<file path="src/rtl/aes_lite_job_scheduler.sv">
// Two-requester job scheduler in front of a shared 8-bit AES-lite core, with watchdog abort.
// Optional build macro AES_SCHED_PRIO_EN: fixed req0 priority on ties instead of round-robin.
module aes_lite_job_scheduler #(
    parameter int TIMEOUT = 64,
    parameter int CNT_W   = 7
) (
    input  logic       clk,
    input  logic       rst,
    input  logic       req0_valid,
    output logic       req0_ready,
    input  logic [7:0] req0_data,
    input  logic [7:0] req0_key,
    input  logic       req1_valid,
    output logic       req1_ready,
    input  logic [7:0] req1_data,
    input  logic [7:0] req1_key,
    output logic       core_start,
    output logic [7:0] core_data,
    output logic [7:0] core_key,
    input  logic       core_done,
    input  logic [7:0] core_result,
    output logic       out_valid,
    input  logic       out_ready,
    output logic [7:0] out_data,
    output logic       out_tag,
    output logic       out_err,
    output logic       busy
);

    typedef enum logic [1:0] {IDLE, ISSUE, WAIT, OUT} state_t;

    state_t           state_q, state_d;
    logic             last_grant_q, last_grant_d;
    logic [7:0]       core_data_q, core_data_d;
    logic [7:0]       core_key_q, core_key_d;
    logic [7:0]       out_data_q, out_data_d;
    logic             out_tag_q, out_tag_d;
    logic             out_err_q, out_err_d;
    logic [CNT_W-1:0] cnt_q, cnt_d;
    logic             core_start_q, core_start_d;
    logic             out_valid_q, out_valid_d;
    logic             busy_q, busy_d;
    logic             grant;
    logic             grant_vld;

    // Tie-break: round-robin favours the requester not served last.
    always_comb begin
        grant_vld = req0_valid | req1_valid;
        grant     = 1'b0;
        if (req0_valid && req1_valid) begin
`ifdef AES_SCHED_PRIO_EN
            grant = 1'b0;
`else
            grant = ~last_grant_q;
`endif
        end else if (req1_valid) begin
            grant = 1'b1;
        end
    end

    always_comb begin
        state_d      = state_q;
        last_grant_d = last_grant_q;
        core_data_d  = core_data_q;
        core_key_d   = core_key_q;
        out_data_d   = out_data_q;
        out_tag_d    = out_tag_q;
        out_err_d    = out_err_q;
        cnt_d        = cnt_q;
        req0_ready   = 1'b0;
        req1_ready   = 1'b0;

        case (state_q)
            IDLE: begin
                req0_ready = grant_vld && !grant;
                req1_ready = grant_vld && grant;
                if (grant_vld) begin
                    core_data_d  = grant ? req1_data : req0_data;
                    core_key_d   = grant ? req1_key  : req0_key;
                    out_tag_d    = grant;
                    last_grant_d = grant;
                    state_d      = ISSUE;
                end
            end
            ISSUE: begin
                cnt_d   = '0;
                state_d = WAIT;
            end
            WAIT: begin
                cnt_d = cnt_q + CNT_W'(1);
                // A done in the final watchdog cycle still counts as success.
                if (core_done) begin
                    out_data_d = core_result;
                    out_err_d  = 1'b0;
                    state_d    = OUT;
                end else if (cnt_q == CNT_W'(TIMEOUT - 1)) begin
                    out_data_d = 8'h00;
                    out_err_d  = 1'b1;
                    state_d    = OUT;
                end
            end
            OUT: begin
                if (out_ready) begin
                    state_d = IDLE;
                end
            end
            default: state_d = IDLE;
        endcase

        core_start_d = (state_d == ISSUE);
        out_valid_d  = (state_d == OUT);
        busy_d       = (state_d != IDLE);
    end

    always_ff @(posedge clk or posedge rst) begin
        if (rst) begin
            state_q      <= IDLE;
            last_grant_q <= 1'b1;
            core_data_q  <= 8'h00;
            core_key_q   <= 8'h00;
            out_data_q   <= 8'h00;
            out_tag_q    <= 1'b0;
            out_err_q    <= 1'b0;
            cnt_q        <= '0;
            core_start_q <= 1'b0;
            out_valid_q  <= 1'b0;
            busy_q       <= 1'b0;
        end else begin
            state_q      <= state_d;
            last_grant_q <= last_grant_d;
            core_data_q  <= core_data_d;
            core_key_q   <= core_key_d;
            out_data_q   <= out_data_d;
            out_tag_q    <= out_tag_d;
            out_err_q    <= out_err_d;
            cnt_q        <= cnt_d;
            core_start_q <= core_start_d;
            out_valid_q  <= out_valid_d;
            busy_q       <= busy_d;
        end
    end

    assign core_start = core_start_q;
    assign core_data  = core_data_q;
    assign core_key   = core_key_q;
    assign out_valid  = out_valid_q;
    assign out_data   = out_data_q;
    assign out_tag    = out_tag_q;
    assign out_err    = out_err_q;
    assign busy       = busy_q;

endmodule

</file>
<file path="config.mk">
export PLATFORM = sky130hd
export DESIGN_NAME = aes_lite_job_scheduler
export DESIGN_NICKNAME = d
export VERILOG_FILES = /design/src/rtl/aes_lite_job_scheduler.sv
export SDC_FILE = /design/constraint.sdc
export NUM_CORES = 1
export LEC_CHECK = 0
export ABC_AREA = 1
export ABC_CLOCK_PERIOD_IN_PS = 4300
export BUFFER_PORTS_ARGS = -buffer_cell sky130_fd_sc_hd__buf_2
export CORE_MARGIN = 10
export CORE_UTILIZATION = 51
export CTS_CLUSTER_DIAMETER = 30
export DETAILED_ROUTE_END_ITERATION = 16
export PLACE_DENSITY = 0.85
export SLEW_MARGIN = 20
export SYNTH_ARGS = -nofsm -noshare
export SYNTH_HDL_FRONTEND = slang
export SYNTH_SLANG_ARGS = --single-unit
</file>
<file path="constraint.sdc">
create_clock -name clk -period 4.3 [get_ports clk]
set_clock_uncertainty 0.1 [all_clocks]
set_input_delay 0.43 -clock clk [delete_from_list [all_inputs] [get_ports clk]]
set_output_delay 0.43 -clock clk [all_outputs]
set_load 0.01 [all_outputs]
</file>
==> impl_metrics.csv <==
group,metric,value,unit
final_layout,final_cell_mix,"buf_2, nand2_1, dfrtp_1",
sta,relSlewSlack,69.0,%
worst_setup_path,rr_worst_depth,7,
yosys,postSynthCellCount,216,
worst_setup_path,worstSetupStartpointType,"register",
die,io_pins,77,
drt,dr.pass1.iters,4,
clock_network,clockRootBuffer,"clkbuf_4",
worst_setup_path,crit_path_cell_trace,"inv_1 -> ha_1 -> inv_1 -> nor2_4 -> inv_4 -> nor2_1 -> buf_2",
die,rows,21,
final_layout,diodes,0,
clock_network,post_cts_resized,0,
final_layout,area_growth,25.5,%
die,initial_core_util,53.5,%
sta,setup_violations,0,
clock_network,cts_buffers,5,
worst_setup_path,path_class,"register to output pin",
clock_network,post-cts-setup-buffer-count,0,
placed_design,placed_area,2220,µm²
sta,hold_viol,0,
drt,drtIter0Drc,111,
global_routing,grt_max_degree,40,
drt,vias,1683,
worst_setup_path,cp.required,3.77,ns
final_layout,final_nets,345,
sta,finalCriticalPeriod,2.42,ns
yosys,ys_seq_area_share,53.9,%
sta,tightest_slew,0.466,ns
worst_setup_path,crit_cells,7,
sta,min_period_over_period,56.4,%
pwr,power_density,634,nW/µm²
worst_setup_path,r2r_start,"state_q[0]$_DFF_PP0_",
job,cap_violations,0,
drt,ant_nets,0,
worst_setup_path,regToRegSetupSlack,2.60,ns
worst_setup_path,crit_path_frequent_cell,"inv_1",
clock_network,numClockSinks,39,
worst_setup_path,cp.arrival,1.89,ns
yosys,syn_area,1810,µm²
global_routing,grt_use_total,14.7,%
die,die-area,6340,µm²
pwr,p_leak,1.25,nW
yosys,syn-mean-instance-area,8.39,µm²
clock_network,clock_latency,0.34,ns
die,die_h,79.6,µm
worst_hold_path,hp-class,"primary input to asynchronous set/reset pin",
drt,vias_per_cell,4.92,
sta,finalMaxSlewViolations,0,
worst_setup_path,crit_fanout,19,
global_routing,gr-total-overflow,0,
placed_design,finalWeightedCongestion,0.793,
clock_network,htreeDepth,2,
clock_network,cts_tree,"yes",
worst_setup_path,max_stage_delay,0.42,ns
worst_setup_path,r2r_end,"cnt_q[6]$_DFFE_PP0P_",
global_routing,grt_pass1_vias,1718,
placed_design,placed_cells,334,
sta,rsz0062_at_grt,"false",
worst_setup_path,critPathTopFamily,"buffers and inverters",
final_layout,finish.instance_area,2270,µm²
final_layout,drive_gt1_share,31.8,%
sta,fin_tns_setup,0,ns
sta,fmax,0.413,GHz
drt,wl_per_cell,13.1,µm
global_routing,grt_pass1_wl,7500,µm
global_routing,antenna_found_initial,0,
clock_network,cts_hold_buf,0,
placed_design,io_buffers,76,
drt,routed_wl,4460,µm
placed_design,dp_hpwl,3560,µm
yosys,synth_fp_nets,266,
final_layout,layout_commonest_cell,"buf_2",
yosys,ys_types,25,
drt,drc,0,
placed_design,post-place-ws,2.26,ns
worst_setup_path,endpoint_kind,"output pin",
run_status,status,"finished, final reports clean",
yosys,ys_ff_latch,39,
sta,setup_ws,1.88,ns
worst_setup_path,cp_num_buf_inv,4,
clock_network,clk_pin_slew,0.11,ns
die,die_w,79.6,µm
pwr,peakVddDrop,0.334,mV
final_layout,final_cells,342,
die,core,3390,µm²
yosys,ys_warn_count,0,
clock_network,cts_buffer_depth,2,
worst_setup_path,cp_slowest_cell,"dfrtp_1",
[cell type report]
class | count | area (µm²)
Sequential cell | 39 | 977
Tap cell | 46 | 57.6
Clock buffer | 7 | 45.0
Multi-Input combinational cell | 151 | 719
Clock inverter | 1 | 5.00
Timing Repair Buffer | 77 | 388
Inverter | 21 | 81.3
Fill cell | 284 | 1120
[cell usage after synthesis]
master,n,share of area (%)
nor3_4,1,0.90
buf_4,1,0.41
nand3b_1,1,0.41
nor2_4,1,0.62
nor2_2,1,0.35
xor2_1,1,0.48
buf_2,2,0.55
o21ai_0,23,6.4
nor2_1,26,5.4
inv_1,17,3.5
nand3_1,17,4.7
nand3_2,1,0.55
clkinv_1,1,0.21
ha_1,4,2.8
nand2_2,3,1.0
nand2_1,54,11
dfstp_2,1,1.5
dfrtp_1,38,52
inv_4,1,0.35
nor3_1,2,0.55
inv_2,2,0.41
buf_6,1,0.62
clkbuf_2,1,0.28
o21ai_1,10,2.8
a21oi_1,6,1.7
[sequential cells by signal, indices dropped and copies added, names as in the netlist]
register	flops
core_data	8
core_key	8
out_data	8
cnt_q	7
state_q	2
busy	1
core_start	1
last_grant_q	1
out_err	1
out_tag	1
out_valid	1
[routing by layer]
| metal | track usage, % | share of wire (%) | vias up |
|---|---|---|---|
| li1 | - | - | 855 |
| met5 | 0 | 0 | - |
| met2 | 22.9 | 46 | 64 |
| met3 | 7.77 | 9.3 | 9 |
| met1 | 16.7 | 43 | 755 |
| met4 | 5.91 | 1.6 | 0 |
[how the worst max path moves through the flow]
stage,startpoint,endpoint,slack [ns]
after global placement,state_q[0]$_DFF_PP0_,req0_ready,2.33
after CTS,state_q[0]$_DFF_PP0_,req0_ready,1.86
after detailed placement,state_q[0]$_DFF_PP0_,req0_ready,2.26
after floorplan,state_q[0]$_DFF_PP0_,req0_ready,2.47
after global routing,state_q[0]$_DFF_PP0_,req0_ready,1.68
final,state_q[0]$_DFF_PP0_,req0_ready,1.88
[worst reg2reg max path: cells and delay by family (launching register included)]
| family | cells | cell delay [ns] |
|---|---|---|
| adders and majority gates | 1 | 0.42 |
| buffers and inverters | 1 | 0.09 |
| DFF | 1 | 0.39 |
| and+or+nand+nor | 5 | 0.62 |
[cells by family after synthesis]
kind of cell	synth area share (%)
AO/OA/AOI/OAI	10.8
XOR/XNOR	0.484
adder cells (fa/ha/maj)	2.76
buffers and inverters	6.35
flip-flops	53.9
AND/OR/NAND/NOR	25.7
[power breakdown]
group / leakage (nW) / switching [mW] / internal [mW]
Combinational: 0.729 / 0.421 / 0.245
Sequential: 0.489 / 0.0822 / 0.521
Clock: 0.0293 / 0.109 / 0.0638
[through the flow]
step	util, %	total power [mW]	hold WS (ns)
floorplan	-	1.04	0.342
global placement	65.6	1.27	0.357
detailed placement	65.6	1.29	0.374
CTS	67.1	1.46	0.0961
global route	67.1	1.59	0.112
finish	67.1	1.44	0.0847
(Power assumes the default switching activity.)
